### config.mk
export PLATFORM = sky130hd
export DESIGN_NAME = uart_cmd_ctrl
export DESIGN_NICKNAME = d
export VERILOG_FILES = /design/src/rtl/uart_pkg.sv /design/src/rtl/uart_cmd_ctrl.sv
export SDC_FILE = /design/constraint.sdc
export NUM_CORES = 1
export LEC_CHECK = 0
export CELL_PAD_IN_SITES_DETAIL_PLACEMENT = 1
export CELL_PAD_IN_SITES_GLOBAL_PLACEMENT = 1
export CORE_MARGIN = 4
export CORE_UTILIZATION = 44
export CTS_CLUSTER_DIAMETER = 30
export DETAILED_ROUTE_END_ITERATION = 7
export HOLD_SLACK_MARGIN = 0.12
export PLACE_DENSITY_LB_ADDON = 0.1
export SYNTH_ARGS = -nofsm -noshare
export SYNTH_HDL_FRONTEND = slang
export SYNTH_SLANG_ARGS = --single-unit
### constraint.sdc
create_clock -name clock -period 4.3 [get_ports clock]
set_input_delay 0.43 -clock clock [delete_from_list [all_inputs] [get_ports clock]]
set_output_delay 0.43 -clock clock [all_outputs]
set_load 0.1 [all_outputs]
### src/rtl/uart_pkg.sv
`default_nettype none
// ============================================================================
// Package     : uart_pkg
// Description : Shared encodings for the UART command controller: FSM state
//               values, command codes, default sync/response bytes and the
//               negative-acknowledge payload.
// Revision    : 1.0 - initial release
// ============================================================================
package uart_pkg;

    typedef enum logic [3:0] {
        ST_IDLE     = 4'd0,
        ST_GET_CMD  = 4'd1,
        ST_GET_ADDR = 4'd2,
        ST_GET_DATA = 4'd3,
        ST_EXEC     = 4'd4,
        ST_SEND_HDR = 4'd5,
        ST_WAIT_HDR = 4'd6,
        ST_SEND_PLD = 4'd7,
        ST_WAIT_PLD = 4'd8
    } state_t;

    localparam logic [7:0] c_cmd_wr       = 8'h01;
    localparam logic [7:0] c_cmd_rd       = 8'h02;
    localparam logic [7:0] c_sync_default = 8'hA5;
    localparam logic [7:0] c_rsp_default  = 8'h5A;
    localparam logic [7:0] c_nak          = 8'hEE;

endpackage
`default_nettype wire

### src/rtl/uart_cmd_ctrl.sv
`default_nettype none
// ============================================================================
// Module      : uart_cmd_ctrl
// Description : Parses host frames (SYNC, CMD, ADDR[, DATA]) from the uart_rx
//               byte stream, performs one register write or read on the 8-bit
//               register bus, and paces the two-byte reply (RSP, payload) into
//               uart_tx one byte at a time.
// Revision    : 1.0 - initial release
//
// Ports:
//   clock, reset          system clock, asynchronous active-high reset
//   rx_data_avail/_byte   received byte strobe and value
//   rx_error              framing error strobe for the current rx byte
//   tx_active, tx_done    uart_tx busy level and byte-finished strobe
//   tx_data_avail/_byte   load strobe and byte for uart_tx
//   reg_wr/addr/wdata     register bus write strobe, address, write data
//   reg_rdata             register read data (combinational from reg_addr)
//   busy                  high whenever a frame or reply is in progress
//   frame_err             one-cycle pulse when a frame is aborted
// ============================================================================
module uart_cmd_ctrl
    import uart_pkg::*;
#(
    parameter int         TIMEOUT_CLKS = 34720,
    parameter logic [7:0] SYNC_BYTE    = c_sync_default,
    parameter logic [7:0] RSP_BYTE     = c_rsp_default
) (
    input  logic       clock,
    input  logic       reset,
    input  logic       rx_data_avail,
    input  logic [7:0] rx_data_byte,
    input  logic       rx_error,
    input  logic       tx_active,
    input  logic       tx_done,
    output logic       tx_data_avail,
    output logic [7:0] tx_data_byte,
    output logic       reg_wr,
    output logic [7:0] reg_addr,
    output logic [7:0] reg_wdata,
    input  logic [7:0] reg_rdata,
    output logic       busy,
    output logic       frame_err
);

    localparam int                c_tw      = $clog2(TIMEOUT_CLKS);
    localparam logic [c_tw-1:0]   c_to_last = c_tw'(TIMEOUT_CLKS - 1);

    state_t          r_state;
    state_t          w_next;
    logic [7:0]      r_cmd;
    logic [7:0]      r_addr;
    logic [7:0]      r_wdata;
    logic [7:0]      r_payload;
    logic [7:0]      r_tx_byte;
    logic            r_frame_err;
    logic [c_tw-1:0] r_to_cnt;

    logic w_in_get;
    logic w_rx_byte;
    logic w_timeout;
    logic w_abort;

    assign w_in_get  = (r_state == ST_GET_CMD) || (r_state == ST_GET_ADDR) ||
                       (r_state == ST_GET_DATA);
    // A framing error suppresses the byte delivered in the same cycle.
    assign w_rx_byte = rx_data_avail && !rx_error;
    // An arriving byte takes precedence over an expiring timeout.
    assign w_timeout = w_in_get && !rx_data_avail && !rx_error && (r_to_cnt == c_to_last);
    assign w_abort   = w_in_get && (rx_error || w_timeout);

    always_ff @(posedge clock or posedge reset) begin
        if (reset) begin
            r_state <= ST_IDLE;
        end else begin
            r_state <= w_next;
        end
    end

    always_comb begin
        w_next        = r_state;
        tx_data_avail = 1'b0;
        reg_wr        = 1'b0;
        busy          = (r_state != ST_IDLE);
        case (r_state)
            ST_IDLE: begin
                if (w_rx_byte && (rx_data_byte == SYNC_BYTE)) begin
                    w_next = ST_GET_CMD;
                end
            end
            ST_GET_CMD: begin
                if (w_abort) begin
                    w_next = ST_IDLE;
                end else if (w_rx_byte) begin
                    w_next = ST_GET_ADDR;
                end
            end
            ST_GET_ADDR: begin
                if (w_abort) begin
                    w_next = ST_IDLE;
                end else if (w_rx_byte) begin
                    // Only a write carries a DATA byte; reads and illegal
                    // commands go straight to execution.
                    w_next = (r_cmd == c_cmd_wr) ? ST_GET_DATA : ST_EXEC;
                end
            end
            ST_GET_DATA: begin
                if (w_abort) begin
                    w_next = ST_IDLE;
                end else if (w_rx_byte) begin
                    w_next = ST_EXEC;
                end
            end
            ST_EXEC: begin
                reg_wr = (r_cmd == c_cmd_wr);
                w_next = ST_SEND_HDR;
            end
            ST_SEND_HDR: begin
                if (!tx_active) begin
                    tx_data_avail = 1'b1;
                    w_next        = ST_WAIT_HDR;
                end
            end
            ST_WAIT_HDR: begin
                if (tx_done) begin
                    w_next = ST_SEND_PLD;
                end
            end
            ST_SEND_PLD: begin
                if (!tx_active) begin
                    tx_data_avail = 1'b1;
                    w_next        = ST_WAIT_PLD;
                end
            end
            ST_WAIT_PLD: begin
                if (tx_done) begin
                    w_next = ST_IDLE;
                end
            end
            default: begin
                w_next = ST_IDLE;
            end
        endcase
    end

    always_ff @(posedge clock or posedge reset) begin
        if (reset) begin
            r_cmd       <= 8'h00;
            r_addr      <= 8'h00;
            r_wdata     <= 8'h00;
            r_payload   <= 8'h00;
            r_tx_byte   <= 8'h00;
            r_frame_err <= 1'b0;
            r_to_cnt    <= '0;
        end else begin
            r_frame_err <= w_abort;

            if (!w_in_get || rx_data_avail) begin
                r_to_cnt <= '0;
            end else begin
                r_to_cnt <= r_to_cnt + c_tw'(1);
            end

            case (r_state)
                ST_GET_CMD: begin
                    if (w_rx_byte) r_cmd <= rx_data_byte;
                end
                ST_GET_ADDR: begin
                    if (w_rx_byte) r_addr <= rx_data_byte;
                end
                ST_GET_DATA: begin
                    if (w_rx_byte) r_wdata <= rx_data_byte;
                end
                ST_EXEC: begin
                    // The header byte is presented here so it is already
                    // stable when the load strobe fires in SEND_HDR.
                    r_tx_byte <= RSP_BYTE;
                    if (r_cmd == c_cmd_wr) begin
                        r_payload <= 8'h00;
                    end else if (r_cmd == c_cmd_rd) begin
                        r_payload <= reg_rdata;
                    end else begin
                        r_payload <= c_nak;
                    end
                end
                ST_WAIT_HDR: begin
                    // Swap to the payload only once the header has left.
                    if (tx_done) r_tx_byte <= r_payload;
                end
                default: begin
                end
            endcase
        end
    end

    assign tx_data_byte = r_tx_byte;
    assign reg_addr     = r_addr;
    assign reg_wdata    = r_wdata;
    assign frame_err    = r_frame_err;

endmodule
`default_nettype wire

# Word level (Yosys, flattened, before mapping)
# Cells that the tools add are included.
[word_totals]
reg_bits = 61
input_bits = 22
out_inout_bits = 28
wordCells = 72
[classes]
addsub = 1
eq_ne = 20
mux = 21
reduce_logical = 22
[ops]
columns = ["cell", "n"]
rows = [
  ["$mux 4", 11],
  ["$pmux 4 s9", 1],
  ["$mux 8", 3],
  ["$add 16x1->16 const B", 1],
  ["$eq 16x16->1 const B", 1],
  ["$eq 4x3->1 const B", 4],
  ["$mux 16", 1],
  ["$pmux 8 s2", 1],
  ["$ne 2x2->1 const B", 5],
  ["$ne 3x3->1 const B", 3],
  ["$eq 4x2->1 const B", 2],
  ["$eq 8x1->1 const B", 1],
  ["$eq 8x2->1 const B", 1],
  ["$eq 8x8->1 const B", 1],
  ["$reduce_and 2->1", 4],
  ["$reduce_and 8->1", 1],
  ["$logic_and 1x1->1", 6],
  ["$eq 4x1->1 const B", 1],
  ["$eq 4x4->1 const B", 1],
  ["$logic_not 4->1", 1],
  ["$logic_or 1x1->1", 4],
  ["$reduce_bool 4->1", 1],
  ["$logic_not 1->1", 3],
  ["$mux 1", 3],
  ["3 further kinds", 3],
]

# Depth between registers and ports, before layout
# Gate-level depths: netlist (run 1).
[logic_depth]
ltp_word = 10
ltp_mapped = 7
ltp_nobuf = 6

# Worst setup path before layout (run 1)
# Ideal clock, no wire load.
[synth_timing]
path_kind = "register -> output"
from = "register r_state[1]"
to = "output port tx_data_avail"
t_arrival_ns = 2.841
path_slack_ns = 1.029
stages_incl_launch_ff = 6
n_path_buf = 0
path_cell_list = "dfrtp_1 or4_1 a31oi_1 nor3_2 o31ai_4 nor2_1"
[synth_via]
elab_chain_len = 3
elab_cells_between_ends = 4
cone_classes = "eq/ne (2); mux (1); reduce/logical (1)"
[synth_lines]
columns = ["element", "line_no", "rtl"]
rows = [
  ["from (decl)", "uart_cmd_ctrl.sv:48", "state_t r_state;"],
  ["from (signal assigned)", "uart_cmd_ctrl.sv:75", "r_state <= w_next;"],
  ["$eq 4x3->1", "uart_cmd_ctrl.sv:84", "case (r_state)"],
  ["$reduce_or 2->1 (no source line) (*)", "n/a", ""],
  ["$mux 1 (*)", "n/a", ""],
  ["to (decl)", "uart_cmd_ctrl.sv:35", "output logic tx_data_avail,"],
]
# Mark *: on every way between the ends. The rest lies on a longest branch, timed or not.

# Worst setup path after layout (run 1)
[layout_timing]
from = "register r_state[3]"
to = "output port reg_wr"
[layout_via]
elab_chain_len = 2
[layout_lines]
columns = ["element", "line_no", "rtl"]
rows = [
  ["$eq 4x3->1", "uart_cmd_ctrl.sv:84", ""],
  ["$mux 1", "uart_cmd_ctrl.sv:84", ""],
  ["to (decl)", "uart_cmd_ctrl.sv:37", "output logic reg_wr,"],
]
# Every way passes these cells.

==> key figures, run 1 <==
Run status
  • Outcome: finished, final reports clean

Setup path
  • Crit path buffers/inverters: 1
  • Worst setup EP type: output pin
  • Most used cell, CP: nor2_1
  • Startpoint Class: flop
  • Crit-path max cell delay: 1.16 ns
  • CP max stage cell: clkdlybuf4s50_1
  • Critical Path RT: 3.87 ns
  • Critical Path AT: 2.92 ns
  • Crit-path cells: nor2_1 > nand2_1 > or2_1 > nor2_1 > clkdlybuf4s50_1
  • Worst-path maximum fanout: 12
  • Delay-heaviest family, CP: buffers and inverters
  • WS Path Type: reg -> out

Logic synthesis
  • Yosys warning count: 0
  • Top-count cell post-synth: dfrtp_1
  • Ranking of synthesized cells by area: dfrtp_1 55%, mux2_2 9.7%, nand2_1 3.5%
  • Post-synthesis net count: 267
  • Count of cell types in the netlist: 48
  • Fraction of registers with async set/reset: 1.00
  • Sequential fraction of the synthesis area: 0.550
  • Ys flop type: dfrtp_1
  • Top cell type's share of synthesized area: 0.550
  • Mapped Avg Cell Area: 11.4 µm²
  • Syn Std Cell Area: 2780 µm²
  • FF+latch count, synth: 61
  • Most area-hungry cell type in the Yosys netlist: dfrtp_1
  • Mapped Cells: 244
  • Synth cell count leaders: 61 x dfrtp_1, 26 x nand2_1, 24 x mux2_2
  • Number of synthesized flops with an enable pin: 0

Global routing
  • Initial antenna violation count: 0
  • GRT Util Overall: 0.193
  • Maximum number of pins on one net before global-route repair: 36
  • Global-route wire length before repair: 11,300 µm
  • Vias in the first global route: 2,322
  • GRT overflow: 0

Power and ir drop
  • Pleak: 0.00149 µW
  • Cell Pwr Density: 833 nW/µm²
  • VDD IR-drop max: 0.000517 V

Drt
  • DRT Pass-1 Iters: 4
  • DRT iter0 DRCs: 97
  • Antenna Violating Nets Remaining: 0
  • Vias: 2,061
  • DRC viols: 0
  • Routed wire length: 6620 µm
  • Drt wl/cell: 17.5 µm
  • Via density per instance: 5.45

Clock network
  • Post-CTS setup buffer count: 0
  • CTS Hold Buffers Added: 0
  • Clock transition at path regs: 0.07 ns
  • CTS HTree Levels: 3
  • Skew-Pair Late Insertion Delay: 0.34 ns
  • Clk buf depth: 2
  • Clk sink count: 61
  • CTS tree: done
  • Total CTS buffers: 9
  • Post-CTS Resized: 0
  • Clock root cell: clkbuf_8

Timing
  • Final setup violation count: 0
  • Final Cycle Share: 0.779
  • Hold Vio Cnt, Final: 0
  • Setup_tns: 0 ns
  • Fin crit period: 3.35 ns
  • Fmax: 299 MHz
  • Hold Slack: 0.481 ns
  • Slew HR: 0.332
  • Worst slew pin tran: 0.999 ns
  • RSZ-0062 raised after global routing: false
  • Pins Over Slew Limit: 0
  • Clk_skew: 0.0111 ns

Die
  • Die X: 87.5 µm
  • Die Y: 87.5 µm
  • Core Rows: 28
  • Initial Utilization: 0.461
  • Io pins: 50
  • Die area: 7650 µm²
  • Total core area: 6030 µm²

Finish
  • Area Overhead vs Synth: 28.3%
  • Layout cells sized above 1: 0.172
  • Fin nets: 321
  • Fillers: 634
  • Diodes inserted: 0

Place
  • Hpwl dp: 4570 µm
  • Port bufs: 49
  • RePlAce Congestion: 0.914

Run
  • Max Cap Viol: 0

Worst hold path
  • Min-Delay Path Class: reg -> reg
[area by class of cell]
class	instances	area, µm²	share of cell area
multi-input combinational	171	1200	0.338
tap	75	93.8	0.0263
sequential	61	1530	0.428
timing repair buffer	50	495	0.139
clock inverter	4	70.1	0.0197
inverter	5	18.8	0.00527
clock buffer	12	155	0.0435
[cells by family after synthesis]
logic type / count (synthesis) / share of synthesized area
compound gates: 39 / 0.102
xor+xnor: 10 / 0.0315
fa+ha+maj: 1 / 0.00450
buf+inv: 12 / 0.0171
flops: 61 / 0.550
mux: 24 / 0.0973
simple gates: 97 / 0.198
[worst paths after layout]
check,start,endpoint,slack [ns],cells after the start
max reg2reg,r_state[1],r_state[1],2.09,4
min,r_payload[3],r_payload[3],0.48,2
max in group asynchronous,reset,r_state[2],2.94,3
max,r_state[3],reg_wr,0.95,5
min reg2reg,r_payload[3],r_payload[3],0.48,2
min in group asynchronous,reset,reg_wdata[3],0.53,2
[flip-flops by register name, summed over array words and instances, names as in the netlist]
name / flops
r_cmd: 8
tx_data_byte: 8
frame_err: 1
reg_addr: 8
r_payload: 8
r_to_cnt: 16
r_state: 4
reg_wdata: 8
[cell usage in the layout, fill, tap and decap left out, types with 4 or more instances in the layout]
master / count
mux2_2: 24
o21ai_0: 6
o211ai_1: 6
nor2_1: 23
nand2_1: 26
a22o_1: 5
xor2_1: 7
dfrtp_1: 61
o22a_1: 4
clkdlybuf4s50_1: 48
a21oi_1: 6
inv_1: 4
nand3_1: 9
nand4_1: 4
nor3_1: 4
clkbuf_8: 11
or3_1: 4
[where the power goes]
| group | total (µW) | internal (µW) | leakage, µW | switching (µW) |
|---|---|---|---|---|
| clock network | 572 | 356 | 0.000116 | 216 |
| logic | 1490 | 401 | 0.000593 | 1090 |
| registers | 907 | 760 | 0.000777 | 147 |
| total | 2970 | 1520 | 0.00149 | 1450 |
[stage by stage]
step,cells,power [µW],instance area (µm²),setup slack (ns),utilization
2_1_floorplan,244,2050,2780,1.03,-
3_3_place_gp,362,2380,3340,1.40,0.554
3_5_place_dp,362,2400,3340,1.35,0.554
4_1_cts,378,3000,3560,0.957,0.591
5_1_grt,378,3120,3560,0.735,0.591
6_report,378,2970,3560,0.950,0.591
[metal layers]
layer | global-route usage | part of all wire | vias up
met1 | 0.248 | 0.44 | 1024
met4 | 0.0697 | 0.017 | 0
met2 | 0.311 | 0.50 | 36
li1 | - | - | 991
met3 | 0.0520 | 0.034 | 10
met5 | 0 | 0 | -
[worst min-delay path, stage by stage (launching register included)]
cell     delay, ns
dfrtp_1       0.35
nand2_1       0.05
nand2_1       0.05
(Power assumes the default switching activity.)
==> run 2, diff against run 1 <==
--- a/config.mk
+++ b/config.mk
@@ -8,7 +8,7 @@
 export CELL_PAD_IN_SITES_DETAIL_PLACEMENT = 1
 export CELL_PAD_IN_SITES_GLOBAL_PLACEMENT = 1
 export CORE_MARGIN = 4
-export CORE_UTILIZATION = 44
+export CORE_UTILIZATION = 41
 export CTS_CLUSTER_DIAMETER = 30
 export DETAILED_ROUTE_END_ITERATION = 7
 export HOLD_SLACK_MARGIN = 0.12
==> constraint.sdc (replaced) <==
create_clock -name clock -period 3.3 [get_ports clock]
set_input_delay 0.33 -clock clock [delete_from_list [all_inputs] [get_ports clock]]
set_output_delay 0.33 -clock clock [all_outputs]
set_load 0.1 [all_outputs]
==> run 2 against run 1 <==
  * Die area grew 6.6%
  * Sequential power grew 30%
  * Setup slack lost 0.28 ns
  * Clock power grew 19%
  * Combinational power grew 31%
  * Largest power group unchanged
  * Register-to-register slack lost 0.72 ns
  * Worst hold slack lost 0.0090 ns
  * Highest routed layer unchanged
==> key figures, run 2 (same netlist as run 1, synthesis figures left out) <==
Finish
  • Most common cell after layout, fill and taps aside: dfrtp_1
  • Flip-flop count of the largest register after layout: 16 (unchanged)
  • Most frequent cells in the layout: 61 x dfrtp_1, 46 x clkdlybuf4s50_1, 26 x nand2_1, 24 x mux2_2, 23 x nor2_1
  • Most flop-heavy register: r_to_cnt
  • Fin nets: 324 (+0.93%)
  • Diodes inserted: 0 (unchanged)
  • Area Overhead vs Synth: 28.6%
  • Fin util: 0.553 (-0.0385)
  • Layout cells sized above 1: 0.190 (+0.0179)

Global routing
  • Maximum number of pins on one net before global-route repair: 46 (+28%)
  • GRT overflow: 0 (unchanged)
  • Met1 Resource Use GR: 0.213 (-0.0343)
  • GRT Max-Usage Layer: met2
  • Met3 Resource Use GR: 0.0658 (+0.0138)
  • Global-route wire length before repair: 11,700 µm (+3.6%)
  • Vias in the first global route: 2,401 (+3.4%)
  • Initial antenna violation count: 0 (unchanged)
  • GR Layer Usage met2: 0.312 (+0.000802)
  • GRT Util Overall: 0.184 (-0.00889)

Setup path
  • WS Path Type: in -> out
  • Critical Path RT: 2.97 ns (-0.90 ns)
  • Critical path depth: 7 (+2)
  • Worst Setup EP: tx_data_avail
  • R2R setup slack: 1.37 ns (-0.72 ns)
  • Worst-path maximum fanout: 4 (-8)
  • Worst setup EP type: output pin
  • Worst r2r dst: r_state[0]
  • Crit path buffers/inverters: 2 (+1)
  • CP Launch Point: rx_data_byte[2]
  • Critical Path AT: 2.30 ns (-0.62 ns)
  • Worst r2r src: r_to_cnt[0]
  • Worst R2R Path Depth: 6 (+2)
  • Crit-path max cell delay: 0.53 ns (-0.63 ns)
  • CP max stage cell: clkdlybuf4s50_1
  • Crit-path cells: clkdlybuf4s50_1 > nor4bb_1 > a31oi_1 > nor3_2 > o31ai_4 > nor2_1 > buf_12
  • Delay-heaviest family, CP: simple AND/OR/NAND/NOR gates
  • Startpoint Class: input pin

Timing
  • Clk_skew: 0.00765 ns (-0.00340 ns)
  • Worst slew pin tran: 0.988 ns (-0.0111 ns)
  • Fmax: 380 MHz
  • Hold Slack: 0.472 ns (-0.00901 ns)
  • Final Cycle Share: 0.797
  • RSZ-0062 raised after global routing: false
  • Setup_tns: 0 ns (unchanged)
  • Pins Over Slew Limit: 0 (unchanged)
  • Final setup violation count: 0 (unchanged)
  • Hold Vio Cnt, Final: 0 (unchanged)
  • Fin crit period: 2.63 ns
  • Slew HR: 0.339 (+0.00740)

Die
  • Die X: 90.3 µm (+3.3%)
  • Core Rows: 29 (+3.6%)
  • Io pins: 50 (unchanged)
  • Total core area: 6460 µm² (+7.2%)
  • Die Y: 90.3 µm (+3.3%)
  • Die area: 8160 µm² (+6.6%)
  • Initial Utilization: 0.430 (-0.0309)

Clock network
  • CTS HTree Levels: 3 (unchanged)
  • Clock transition at path regs: 0.07 ns (about the same)
  • Post-CTS setup buffer count: 0 (unchanged)
  • Total CTS buffers: 9 (unchanged)
  • Clock root cell: clkbuf_8
  • Clk sink count: 61 (unchanged)
  • Skew-Pair Late Insertion Delay: 0.35 ns (about the same)
  • Clk buf depth: 2 (unchanged)
  • CTS tree: done
  • CTS Hold Buffers Added: 0 (unchanged)
  • Post-CTS Resized: 0 (unchanged)

Drt
  • Drt wl/cell: 17.5 µm (about the same)
  • DRT Pass-1 Iters: 4 (unchanged)
  • Via density per instance: 5.40 (-0.87%)
  • DRC viols: 0 (unchanged)
  • DRT iter0 DRCs: 47 (-52%)
  • Vias: 2,070 (+0.44%)
  • Antenna Violating Nets Remaining: 0 (unchanged)
  • Routed wire length: 6710 µm (+1.3%)

Run status
  • Outcome: finished, final reports clean

Power and ir drop
  • Cell Pwr Density: 1070 nW/µm² (+28%)
  • VDD IR-drop max: 0.000724 V (+40%)
  • Power Total: 3820 µW (+29%)
  • Pleak: 0.00148 µW (-0.22%)

Place
  • Port bufs: 49 (unchanged)
  • RePlAce Congestion: 0.853 (-6.6%)
  • Hpwl dp: 4800 µm (+4.9%)

Run
  • Max Cap Viol: 0 (unchanged)

Worst hold path
  • Min-Delay Path Class: reg -> reg
## run 2: changes by cell type in the layout (fill, tap and decap cells not counted)
cell / previous run / this run
clkdlybuf4s50_1: 48 / 46
clkinvlp_4: 0 / 3
buf_12: 0 / 1
clkbuf_8: 11 / 10
buf_4: 2 / 6
bufinv_16: 2 / 1
clkbuf_1: 1 / 0
## run 2: worst min-delay path: stages, from the launching register on
cell and delay, ns:
dfrtp_1 0.35, nand2_1 0.05, nand2_1 0.05
## run 2: final cells by class
class / count / area [µm²]
Sequential cell: 61 / 1530
Clock inverter: 6 / 62.6
Timing Repair Buffer: 53 / 526
Fill cell: 706 / 2890
Multi-Input combinational cell: 171 / 1200
Tap cell: 77 / 96.3
Inverter: 5 / 18.8
Clock buffer: 10 / 138
## run 2: worst min path at each step
| stage | from | to | slack (ns) | depth (start not counted) |
|---|---|---|---|---|
| finish | r_payload[5] | r_payload[5] | 0.47 | 2 |
| global route | r_payload[2] | r_payload[2] | 0.50 | 2 |
| CTS | r_payload[3] | r_payload[3] | 0.48 | 2 |
| detailed placement | r_payload[3] | r_payload[3] | 0.46 | 2 |
| global placement | r_payload[3] | r_payload[3] | 0.45 | 2 |
| floorplan | r_payload[2] | r_payload[2] | 0.44 | 2 |
## run 2: routing by layer
layer,wire length [µm],vias to the layer above,part of all wire
met5,0,-,0
met4,107,0,0.016
met3,328,8,0.049
met2,3480,38,0.52
met1,2800,1030,0.42
li1,-,994,-
## run 2: through the flow
stage,setup slack (ns),cells,instance area [µm²]
after global routing,0.469,383,3570
final,0.669,383,3570
after CTS,0.618,383,3570
after global placement,0.816,367,3370
after detailed placement,0.760,367,3370
after floorplan,0.129,244,2780
## run 2: report_power, final
group | leakage (µW) | switching [µW] | internal [µW]
Clock | 0.0000943 | 314 | 366
Sequential | 0.000777 | 191 | 990
Combinational | 0.000612 | 1420 | 539
Total | 0.00148 | 1920 | 1890
==> run 3, diff against run 2 <==
--- a/config.mk
+++ b/config.mk
@@ -8,7 +8,7 @@
 export CELL_PAD_IN_SITES_DETAIL_PLACEMENT = 1
 export CELL_PAD_IN_SITES_GLOBAL_PLACEMENT = 1
 export CORE_MARGIN = 4
-export CORE_UTILIZATION = 41
+export CORE_UTILIZATION = 37
 export CTS_CLUSTER_DIAMETER = 30
 export DETAILED_ROUTE_END_ITERATION = 7
 export HOLD_SLACK_MARGIN = 0.12
==> constraint.sdc (replaced) <==
create_clock -name clock -period 2.4 [get_ports clock]
set_input_delay 0.24 -clock clock [delete_from_list [all_inputs] [get_ports clock]]
set_output_delay 0.24 -clock clock [all_outputs]
set_load 0.1 [all_outputs]
==> run 3 against run 2 <==
  * Design area increased by 1.1%
  * Worst hold slack worse by 0.20 ns
  * Global-route usage fell by 2.5 points
  * Register-to-register slack got worse by 0.86 ns
  * Largest cell class unchanged
  * Core utilization down 5.8 points
  * Sequential share of layout area shrank 0.34 points
  * Critical path type is now reg -> out
  * Sequential power up 39%
  * Count of clock-buffer cells in the layout decreased by 1
  * Combinational power grew 36%
  * Via count up 0.29%
==> key figures, run 3 (same netlist as run 1, synthesis figures left out) <==
Place
  • Hpwl dp: 4650 µm (-3.0%)
  • Port bufs: 49 (unchanged)
  • Placed Cells incl. Taps: 393 (+7.1%)
  • RePlAce Congestion: 0.749 (-12%)

Setup path
  • Worst setup EP type: output pin
  • Worst-path maximum fanout: 12 (+8)
  • WS Path Type: reg -> out
  • Startpoint Class: flop
  • Critical Path AT: 2.09 ns (-0.21 ns)
  • Critical Path RT: 2.16 ns (-0.81 ns)

Timing
  • Fin crit period: 2.33 ns
  • Clk_skew: 0.0128 ns (+0.00512 ns)
  • Hold Vio Cnt, Final: 0 (unchanged)
  • Final Cycle Share: 0.972
  • Pins Over Slew Limit: 0 (unchanged)
  • Fmax: 429 MHz
  • Final setup violation count: 0 (unchanged)
  • Worst slew pin tran: 0.586 ns (-0.402 ns)
  • Slew HR: 0.606 (+0.266)
  • Hold Slack: 0.276 ns (-0.196 ns)

Finish
  • Fin nets: 330 (+1.9%)
  • Flip-flop count of the largest register after layout: 16 (unchanged)
  • Fillers: 818 (+16%)
  • Register area: 1530 µm² (+0.33%)
  • Most flop-heavy register: r_to_cnt
  • Most common cell after layout, fill and taps aside: dfrtp_1
  • Area Overhead vs Synth: 30.0%
  • Layout cells sized above 1: 0.314 (+0.125)
  • Multi-input gate area: 1230 µm² (+2.0%)
  • Diodes inserted: 0 (unchanged)
  • Post-Layout Cell Count: 411 (+7.3%)
  • Most frequent cells in the layout: 57 x dfrtp_1, 35 x buf_4, 26 x nand2_1, 24 x mux2_2

Global routing
  • Maximum number of pins on one net before global-route repair: 62 (+35%)
  • Global-route wire length before repair: 10,900 µm (-6.9%)
  • GRT Util Overall: 0.159 (-0.0246)
  • Initial antenna violation count: 0 (unchanged)
  • Vias in the first global route: 2,122 (-12%)
  • GRT overflow: 0 (unchanged)

Clock network
  • CTS tree: done
  • Clock transition at path regs: 0.08 ns (about the same)
  • CTS Hold Buffers Added: 0 (unchanged)
  • Clk buf depth: 2 (unchanged)
  • Clock root cell: clkbuf_8
  • Clk sink count: 61 (unchanged)
  • CTS HTree Levels: 3 (unchanged)
  • Skew-Pair Late Insertion Delay: 0.33 ns (-0.02 ns)
  • Total CTS buffers: 9 (unchanged)

Die
  • Core Rows: 31 (+6.9%)
  • Total core area: 7290 µm² (+13%)
  • Die Y: 94.6 µm (+4.8%)
  • Io pins: 50 (unchanged)
  • Die X: 94.6 µm (+4.8%)
  • Die area: 8960 µm² (+9.8%)
  • Initial Utilization: 0.381 (-0.0491)

Drt
  • DRT Pass-1 Iters: 4 (unchanged)
  • Vias: 2,076 (+0.29%)
  • DRT iter0 DRCs: 99 (+110%)
  • Routed wire length: 6480 µm (-3.4%)
  • Antenna Violating Nets Remaining: 0 (unchanged)
  • Drt wl/cell: 15.8 µm (-10%)
  • Via density per instance: 5.05 (-6.5%)
  • DRC viols: 0 (unchanged)

Power and ir drop
  • VDD IR-drop max: 0.000927 V (+28%)
  • Pleak: 0.00153 µW (+3.2%)
  • Logic gate share of total power: 0.521 (+0.009)
  • Clock power share: 0.160 (-0.018)
  • Net Sw Frac: 0.522 (+0.0184)
  • P_int: 2450 µW (+29%)
  • Reg power frac: 0.320 (+0.010)
  • Cell Pwr Density: 1420 nW/µm² (+33%)
  • Psw: 2670 µW (+39%)

Worst hold path
  • Min-Delay Path Class: in -> async

Run status
  • Outcome: finished, final reports clean

Run
  • Max Cap Viol: 0 (unchanged)
-- run 3: changes by cell type in the layout (fill, tap and decap cells not counted), moves of 2 or more --
| cell | change |
|---|---|
| nor2_1 | -2 |
| dfrtp_2 | +4 |
| clkinv_4 | +2 |
| buf_12 | +2 |
| nor4bb_2 | +2 |
| nor4bb_1 | -2 |
| clkdlybuf4s50_1 | -25 |
| nor2_2 | +2 |
| buf_4 | +29 |
| dfrtp_1 | -4 |
-- run 3: per-layer routing --
metal  part of all wire  global-route usage  routed length (µm)  vias to the layer above
li1                   -                   -                   -                     1009
met1               0.46               0.218                2980                     1025
met2               0.49               0.247                3150                       34
met3              0.039              0.0343                 251                        8
met4              0.015              0.0613                  96                        0
met5                  0                   0                   0                        -
-- run 3: power by group through the flow --
stage / registers [µW] / logic, µW / clock network, µW
after CTS: 1640 / 2680 / 841
final: 1640 / 2660 / 817
after global placement: 1640 / 2640 / 0
after detailed placement: 1650 / 2670 / 0
after global routing: 1690 / 2820 / 901
after floorplan: 2810 / 871 / 0
-- run 3: stage by stage --
stage	setup slack, ns	instance area (µm²)	total power, µW	setup TNS (ns)	util
3_3_place_gp	0.204	3400	4280	0	0.466
6_report	0.0681	3610	5120	0	0.495
2_1_floorplan	-0.222	2780	3680	-0.222	-
5_1_grt	-0.0135	3610	5410	-0.0135	0.495
4_1_cts	0.00428	3570	5160	0	0.490
3_5_place_dp	0.146	3400	4320	0	0.466
-- run 3: layout make-up --
| type | instances | area share |
|---|---|---|
| clock buffers | 9 | 0.0343 |
| clock inverters | 7 | 0.0146 |
| inverters | 5 | 0.00520 |
| multi-input cells | 171 | 0.340 |
| flip-flops and latches | 61 | 0.424 |
| well taps | 99 | 0.0343 |
| repair buffers | 59 | 0.148 |
-- run 3: worst paths after layout --
| kind | start | endpoint | slack (ns) | cells after the start |
|---|---|---|---|---|
| max | r_state[3] | tx_data_avail | 0.07 | 6 |
| min | reset | r_to_cnt[15] | 0.28 | 3 |
| max reg2reg | r_cmd[2] | r_state[0] | 0.51 | 6 |
| min reg2reg | r_payload[1] | r_payload[1] | 0.48 | 2 |
| max in group asynchronous | reset | r_state[0] | 1.82 | 3 |
| min in group clock | reg_rdata[4] | r_payload[4] | 0.45 | 3 |
-- run 3: repair_timing --
action / CTS / global route
setup buffers: 0 / 2
setup endpoints to repair: 1 / 1
resized for setup: 2 / 5
pin swaps: 0 / 1
-- run 3: critical path, cell delays in order (launching register included) --
cell and delay [ns]:
dfrtp_2 0.49, or4_1 0.60, a31oi_2 0.20, nor3_2 0.09
o31ai_4 0.10, nor2_2 0.10, buf_12 0.18
